### config.mk
export PLATFORM = sky130hd
export DESIGN_NAME = mag_peak_tracker
export DESIGN_NICKNAME = d
export VERILOG_FILES = /design/src/rtl/fft_pkg.sv /design/src/rtl/bin_argmax.sv /design/src/rtl/mag_peak_tracker.sv
export SDC_FILE = /design/constraint.sdc
export NUM_CORES = 1
export LEC_CHECK = 0
export CAP_MARGIN = 20
export CELL_PAD_IN_SITES_DETAIL_PLACEMENT = 0
export CELL_PAD_IN_SITES_GLOBAL_PLACEMENT = 1
export CORE_MARGIN = 4
export CORE_UTILIZATION = 42
export DETAILED_ROUTE_END_ITERATION = 10
export GPL_ROUTABILITY_DRIVEN = 0
export PLACE_DENSITY_LB_ADDON = 0.25
export SLEW_MARGIN = 20
export SYNTH_ARGS = -nofsm -noshare
export SYNTH_HDL_FRONTEND = slang
export SYNTH_SLANG_ARGS = --single-unit
### constraint.sdc
create_clock -name clk_104mhz -period 3.5 [get_ports clk_104mhz]
set_input_delay 0.7 -clock clk_104mhz [delete_from_list [all_inputs] [get_ports clk_104mhz]]
set_output_delay 0.7 -clock clk_104mhz [all_outputs]
set_load 0.01 [all_outputs]
### src/rtl/fft_pkg.sv
// Shared widths, frame geometry and tone classes for the FFT peak tracker.
package fft_pkg;

  localparam int unsigned BIN_W     = 12;
  localparam int unsigned MAG_W     = 24;
  localparam int unsigned FRAME_LEN = 4096;

  localparam logic [BIN_W-1:0] LAST_BIN = BIN_W'(FRAME_LEN - 1);

  typedef enum logic [1:0] {NONE, LO, HI} tone_class_t;

endpackage

### src/rtl/bin_argmax.sv
// Per-frame bin scanner: checks beat sequencing and keeps the running argmax over
// the eligible bin window, publishing one result per well-formed frame.
module bin_argmax
  import fft_pkg::*;
#(
  parameter logic [BIN_W-1:0] MIN_BIN = 12'd1,
  parameter logic [BIN_W-1:0] MAX_BIN = 12'd1023
) (
  input  logic             clk_i,
  input  logic             rst_ni,
  input  logic [MAG_W-1:0] mag_i,
  input  logic [BIN_W-1:0] bin_i,
  input  logic             valid_i,
  input  logic             last_i,
  output logic             peak_valid_o,
  output logic [BIN_W-1:0] peak_bin_o,
  output logic [MAG_W-1:0] peak_mag_o,
  output logic             frame_err_o
);

  localparam logic [0:0] ST_WAIT_SOF = 1'b0;
  localparam logic [0:0] ST_SCAN     = 1'b1;

  logic [0:0]       state_q, state_d;
  logic [BIN_W-1:0] exp_bin_q, exp_bin_d;
  logic [BIN_W-1:0] run_bin_q, run_bin_d;
  logic [MAG_W-1:0] run_mag_q, run_mag_d;
  logic             peak_valid_q, peak_valid_d;
  logic [BIN_W-1:0] peak_bin_q, peak_bin_d;
  logic [MAG_W-1:0] peak_mag_q, peak_mag_d;
  logic             frame_err_q, frame_err_d;

  logic             start, active, seq_err, end_err, in_range;
  logic [BIN_W-1:0] cur_bin, new_bin;
  logic [MAG_W-1:0] cur_mag, new_mag;

  always_comb begin
    start    = valid_i && (state_q == ST_WAIT_SOF) && (bin_i == '0);
    active   = start || (valid_i && (state_q == ST_SCAN));
    seq_err  = (state_q == ST_SCAN) && (bin_i != exp_bin_q);
    // tlast and the final bin index must coincide exactly
    end_err  = last_i != (bin_i == LAST_BIN);
    in_range = (bin_i >= MIN_BIN) && (bin_i <= MAX_BIN);
    cur_bin  = start ? '0 : run_bin_q;
    cur_mag  = start ? '0 : run_mag_q;
    if (in_range && (mag_i > cur_mag)) begin
      new_bin = bin_i;
      new_mag = mag_i;
    end else begin
      new_bin = cur_bin;
      new_mag = cur_mag;
    end

    state_d      = state_q;
    exp_bin_d    = exp_bin_q;
    run_bin_d    = run_bin_q;
    run_mag_d    = run_mag_q;
    peak_valid_d = 1'b0;
    peak_bin_d   = peak_bin_q;
    peak_mag_d   = peak_mag_q;
    frame_err_d  = 1'b0;

    if (active) begin
      if (seq_err || end_err) begin
        frame_err_d = 1'b1;
        state_d     = ST_WAIT_SOF;
      end else if (last_i) begin
        peak_valid_d = 1'b1;
        peak_bin_d   = new_bin;
        peak_mag_d   = new_mag;
        state_d      = ST_WAIT_SOF;
      end else begin
        state_d   = ST_SCAN;
        exp_bin_d = bin_i + BIN_W'(1);
        run_bin_d = new_bin;
        run_mag_d = new_mag;
      end
    end
  end

  always_ff @(posedge clk_i or negedge rst_ni) begin
    if (!rst_ni) begin
      state_q      <= ST_WAIT_SOF;
      exp_bin_q    <= '0;
      run_bin_q    <= '0;
      run_mag_q    <= '0;
      peak_valid_q <= 1'b0;
      peak_bin_q   <= '0;
      peak_mag_q   <= '0;
      frame_err_q  <= 1'b0;
    end else begin
      state_q      <= state_d;
      exp_bin_q    <= exp_bin_d;
      run_bin_q    <= run_bin_d;
      run_mag_q    <= run_mag_d;
      peak_valid_q <= peak_valid_d;
      peak_bin_q   <= peak_bin_d;
      peak_mag_q   <= peak_mag_d;
      frame_err_q  <= frame_err_d;
    end
  end

  assign peak_valid_o = peak_valid_q;
  assign peak_bin_o   = peak_bin_q;
  assign peak_mag_o   = peak_mag_q;
  assign frame_err_o  = frame_err_q;

endmodule

### src/rtl/mag_peak_tracker.sv
// FFT magnitude peak tracker: per-frame argmax plus a debounced hi/lo tone classifier
// that latches a tone after a run of agreeing frames and holds it for a fixed count.
module mag_peak_tracker
  import fft_pkg::*;
#(
  parameter logic [BIN_W-1:0] MIN_BIN        = 12'd1,
  parameter logic [BIN_W-1:0] MAX_BIN        = 12'd1023,
  parameter logic [MAG_W-1:0] MAG_THRESH     = 24'h000100,
  parameter logic [BIN_W-1:0] TONE_SPLIT     = 12'h030,
  parameter int unsigned      CONFIRM_FRAMES = 5,
  parameter int unsigned      HOLD_FRAMES    = 8
) (
  input  logic             clk_104mhz,
  input  logic             rst_n,
  input  logic [MAG_W-1:0] mag_tdata,
  input  logic [BIN_W-1:0] mag_tuser,
  input  logic             mag_tvalid,
  input  logic             mag_tlast,
  output logic             peak_valid,
  output logic [BIN_W-1:0] peak_bin,
  output logic [MAG_W-1:0] peak_mag,
  output logic             peak_found,
  output logic             frame_err,
  output logic             hi,
  output logic             lo
);

  localparam int unsigned RUN_W  = $clog2(CONFIRM_FRAMES + 1);
  localparam int unsigned HOLD_W = $clog2(HOLD_FRAMES + 1);

  localparam logic [0:0] ST_TRACK = 1'b0;
  localparam logic [0:0] ST_HOLD  = 1'b1;

  bin_argmax #(
    .MIN_BIN(MIN_BIN),
    .MAX_BIN(MAX_BIN)
  ) u_bin_argmax (
    .clk_i       (clk_104mhz),
    .rst_ni      (rst_n),
    .mag_i       (mag_tdata),
    .bin_i       (mag_tuser),
    .valid_i     (mag_tvalid),
    .last_i      (mag_tlast),
    .peak_valid_o(peak_valid),
    .peak_bin_o  (peak_bin),
    .peak_mag_o  (peak_mag),
    .frame_err_o (frame_err)
  );

  assign peak_found = peak_mag > MAG_THRESH;

  logic [0:0]        cls_state_q, cls_state_d;
  tone_class_t       prev_q, prev_d;
  tone_class_t       tone_q, tone_d;
  logic [RUN_W-1:0]  run_q, run_d, run_next;
  logic [HOLD_W-1:0] hold_q, hold_d;
  tone_class_t       frame_cls;

  always_comb begin
    if (!peak_found || (peak_bin == TONE_SPLIT)) begin
      frame_cls = NONE;
    end else if (peak_bin > TONE_SPLIT) begin
      frame_cls = HI;
    end else begin
      frame_cls = LO;
    end

    cls_state_d = cls_state_q;
    prev_d      = prev_q;
    tone_d      = tone_q;
    run_d       = run_q;
    hold_d      = hold_q;
    run_next    = '0;

    if (peak_valid) begin
      unique case (cls_state_q)
        ST_TRACK: begin
          if (frame_cls == NONE) begin
            run_d = '0;
          end else begin
            run_next = (frame_cls == prev_q) ? run_q + RUN_W'(1) : RUN_W'(1);
            prev_d   = frame_cls;
            if (run_next == RUN_W'(CONFIRM_FRAMES)) begin
              cls_state_d = ST_HOLD;
              tone_d      = frame_cls;
              run_d       = '0;
              hold_d      = HOLD_W'(HOLD_FRAMES);
            end else begin
              run_d = run_next;
            end
          end
        end
        ST_HOLD: begin
          if (hold_q <= HOLD_W'(1)) begin
            cls_state_d = ST_TRACK;
            tone_d      = NONE;
            prev_d      = NONE;
            hold_d      = '0;
          end else begin
            hold_d = hold_q - HOLD_W'(1);
          end
        end
        default: cls_state_d = ST_TRACK;
      endcase
    end
  end

  always_ff @(posedge clk_104mhz or negedge rst_n) begin
    if (!rst_n) begin
      cls_state_q <= ST_TRACK;
      prev_q      <= NONE;
      tone_q      <= NONE;
      run_q       <= '0;
      hold_q      <= '0;
    end else begin
      cls_state_q <= cls_state_d;
      prev_q      <= prev_d;
      tone_q      <= tone_d;
      run_q       <= run_d;
      hold_q      <= hold_d;
    end
  end

  assign hi = (cls_state_q == ST_HOLD) && (tone_q == HI);
  assign lo = (cls_state_q == ST_HOLD) && (tone_q == LO);

endmodule

==> metrics.yaml <==
global_route:
  grt_pass1_vias: 4492
  grt_max_degree: 66
  grt_util_all_layers_pct: 20.5
  gr-total-overflow: 0
  antenna_found_initial: 0
  grt_pass1_wl_um: 23400
finish:
  fillers: 1112
  area_growth_syn_to_layout_pct: 34.0
  final_util_pct: 58.6
  layout.nets: 717
  antenna_cells: 0
  final_layout_size_suffix_gt1_share_pct: 16.0
clocking:
  clkLatencyLatePin_ns: 0.35
  clk_path_buf_depth: 2
  htreeDepth: 3
  cts_hold_buf: 0
  cts_tree: "yes"
  cts.clk_slew.worst_paths_ns: 0.07
  cts_root_buffer: "clkbuf_16"
  clock_sinks: 99
  cts_buffers: 9
timing:
  clock.fmax_mhz: 292
  slew_headroom_pct: 43.3
  rsz0062_at_grt: "yes"
  fin_skew_ns: 0.00754
  worst_slack_ns: 0.0809
  setup_viol: 0
  final_hold_viol_count: 0
  finalCritPeriodShare_pct: 97.7
  slew_violations: 0
  finalCriticalPeriod_ns: 3.42
  worst_pin_slew_ns: 0.850
logic_synthesis:
  yosysTopAreaCell: "dfrtp_1"
  avgSynthCellArea_sq_um: 10.1
  synth_most_common_cell: "dfrtp_1"
  synth_area_sq_um: 5340
  synth_area_leaders: "dfrtp_1, ha_1, mux2i_1"
  seq_area_frac_synth_pct: 46.4
  synth_top_area_share_pct: 46.4
  ys_async_sr_fraction_pct: 100
  synth_cell_types: 51
  synth_edf_count: 0
  yosysWarningCount: 0
  syn-num-nets: 598
  ys_seq_elements: 99
  synth_commonest_cells: "dfrtp_1, nand2_1, inv_1, a22o_1, mux2i_1"
  synthCells: 528
  synthFlopType: "dfrtp_1"
outcome:
  status: "finished, final reports clean"
flow_run:
  drv_cap: 0
critical_path:
  crit_start: "mag_tuser[10]"
  regToRegSetupSlack_ns: 0.47
  worst-r2r-cell-count: 16
  crit_family: "buffers and inverters"
  timing.rr.start: "u_bin_argmax.state_q"
  r2r-end: "u_bin_argmax.run_mag_q[6]"
  critical_path_buf_inv_count: 7
  crit_arrival_ns: 3.69
  worstSetupStartpointType: "primary input"
  cp_max_fo: 8
  path_common_cell: "buf_4"
  required_ns: 3.77
  cpPeakStageDelay_ns: 0.26
  worstPathCellList: "dlygate4sd2_1 -> nor2_2 -> and4_1 -> nand4_1 -> buf_4 -> clkbuf_16 -> buf_12 -> nand2_4 -> ha_4 -> buf_4 -> a211oi_2 -> a211oi_2 -> o22ai_1 -> o21a_1 -> a211o_4 -> buf_4 -> buf_12 -> mux2i_1"
  cp_slowest_cell: "dlygate4sd2_1"
  endpoint_kind: "flip-flop"
  critPathKind: "in2reg"
drt:
  wl_met1_um: 6480
  antenna_left: 0
  wl_met3_um: 649
  drt-pass1-iter-count: 4
  drcViolationCount: 0
  highest_layer: "met4"
  drtIter0Drc: 248
  vias_per_cell: 5.27
  wirelength_um: 14200
  wl_met2_um: 6930
  wl_per_cell_um: 17.4
  vias: 4319
floorplan:
  num_rows: 40
  core_area_sq_um: 12200
  fp.dieH_um: 121
  die_area_sq_um: 14600
  start_util_pct: 43.7
  die_w_um: 121
  pin_count: 81
place:
  place_ws_ns: -0.529
  dp_hpwl_um: 10000
  portBuffers: 80
power_and_ir_drop:
  p_leak_nw: 3.49
  powerDensity_nw_per_um2: 322
  ir_worst_vdd_mv: 0.226
min_path:
  min_path_type: "in2async"
placed cells by master (no fill, tap or decap), types with 3 or more instances in the layout:
| master | n |
|---|---|
| and2_1 | 3 |
| nand2b_1 | 4 |
| nor2_1 | 17 |
| nand4_1 | 13 |
| xnor2_1 | 22 |
| and3_1 | 9 |
| buf_12 | 5 |
| o21ai_0 | 24 |
| ha_4 | 6 |
| nor2b_1 | 4 |
| nand3_1 | 9 |
| nor3_1 | 4 |
| a21o_1 | 3 |
| inv_2 | 3 |
| clkbuf_16 | 11 |
| and4_1 | 3 |
| clkdlybuf4s50_1 | 67 |
| nor4_4 | 3 |
| buf_4 | 43 |
| dlygate4sd2_1 | 6 |
| dfrtp_1 | 99 |
| nor4_1 | 8 |
| mux2_2 | 4 |
| clkdlybuf4s15_1 | 3 |
| nand2_1 | 79 |
| ha_1 | 24 |
| nor3b_1 | 3 |
| mux2i_1 | 34 |
| inv_1 | 38 |
| nand2_2 | 4 |
| o22ai_1 | 5 |
| a22o_1 | 36 |
| a21oi_1 | 7 |
kinds of logic after synthesis:
| family | count (synthesis) | share of synthesized area [%] |
|---|---|---|
| simple gates | 176 | 16.6 |
| flops | 99 | 46.4 |
| compound gates | 95 | 12.9 |
| buf+inv | 66 | 5.86 |
| mux | 38 | 7.22 |
| fa+ha+maj | 30 | 7.03 |
| xor+xnor | 24 | 3.94 |
where the power goes:
part | switching, W | leakage [nW] | total (W) | internal, W
logic | 0.000101 | 1.97 | 0.000196 | 0.0000947
registers | 0.000000397 | 1.38 | 0.00114 | 0.00114
clock network | 0.000443 | 0.135 | 0.000962 | 0.000519
total | 0.000544 | 3.49 | 0.00230 | 0.00176
metrics by stage:
step                cell area [sq um]  TNS [ns]  hold WS, ns  instances  power (W)
floorplan                        5340         0        0.404        528    0.00123
detailed placement               6540    -16.86        0.476        788    0.00135
finish                           7150         0        0.460        820    0.00230
global placement                 6540    -14.00        0.471        788    0.00135
global route                     7150    -0.224        0.503        820    0.00239
CTS                              7070         0        0.491        817    0.00232
state kept, by name (all words and copies together) (netlist names):
name,flops
run_q,3
u_bin_argmax.state_q,1
hold_q,4
u_bin_argmax.peak_valid_o,1
tone_q,2
u_bin_argmax.frame_err_o,1
cls_state_q,1
u_bin_argmax.run_bin_q,12
prev_q,2
u_bin_argmax.run_mag_q,24
u_bin_argmax.exp_bin_q,12
u_bin_argmax.peak_bin_o,12
u_bin_argmax.peak_mag_o,24
layer usage:
metal | up-vias | GRT usage [%]
met3 | 12 | 5.43
met1 | 2126 | 27.3
li1 | 2100 | -
met4 | 0 | 5.38
met2 | 81 | 33.1
met5 | - | 0
how the worst max path moves through the flow:
stage                                       to  slack (ns)  cells after the start
finish               u_bin_argmax.run_mag_q[6]        0.08                     18
global route        u_bin_argmax.run_mag_q[22]       -0.05                     17
floorplan            u_bin_argmax.run_bin_q[0]       0.004                     15
CTS                 u_bin_argmax.run_mag_q[15]       0.006                     17
detailed placement  u_bin_argmax.run_mag_q[15]       -0.53                     13
global placement    u_bin_argmax.run_mag_q[19]       -0.41                     16
what timing repair did:
action	CTS	global route
setup endpoints to repair	34	34
gates cloned	4	1
pin swaps	16	6
buffers inserted	10	3
gates resized for setup	37	17
worst reg2reg max path, delay by kind of cell, from the launching register on:
kind	cells	cell delay (ns)
buffers and inverters	7	1.01
AO/OA/AOI/OAI	5	0.86
flip-flops	1	0.41
AND/OR/NAND/NOR	2	0.26
adder cells (fa/ha/maj)	1	0.20
multiplexers	1	0.20
area by class of cell:
| class | count | area, sq um | area share [%] |
|---|---|---|---|
| Sequential cell | 99 | 2480 | 34.6 |
| Timing Repair Buffer | 133 | 1330 | 18.6 |
| Clock buffer | 12 | 256 | 3.59 |
| Multi-Input combinational cell | 363 | 2700 | 37.8 |
| Tap cell | 168 | 210 | 2.94 |
| Clock inverter | 4 | 25.0 | 0.350 |
| Inverter | 41 | 154 | 2.15 |
Power figures use the tool's default switching activity.
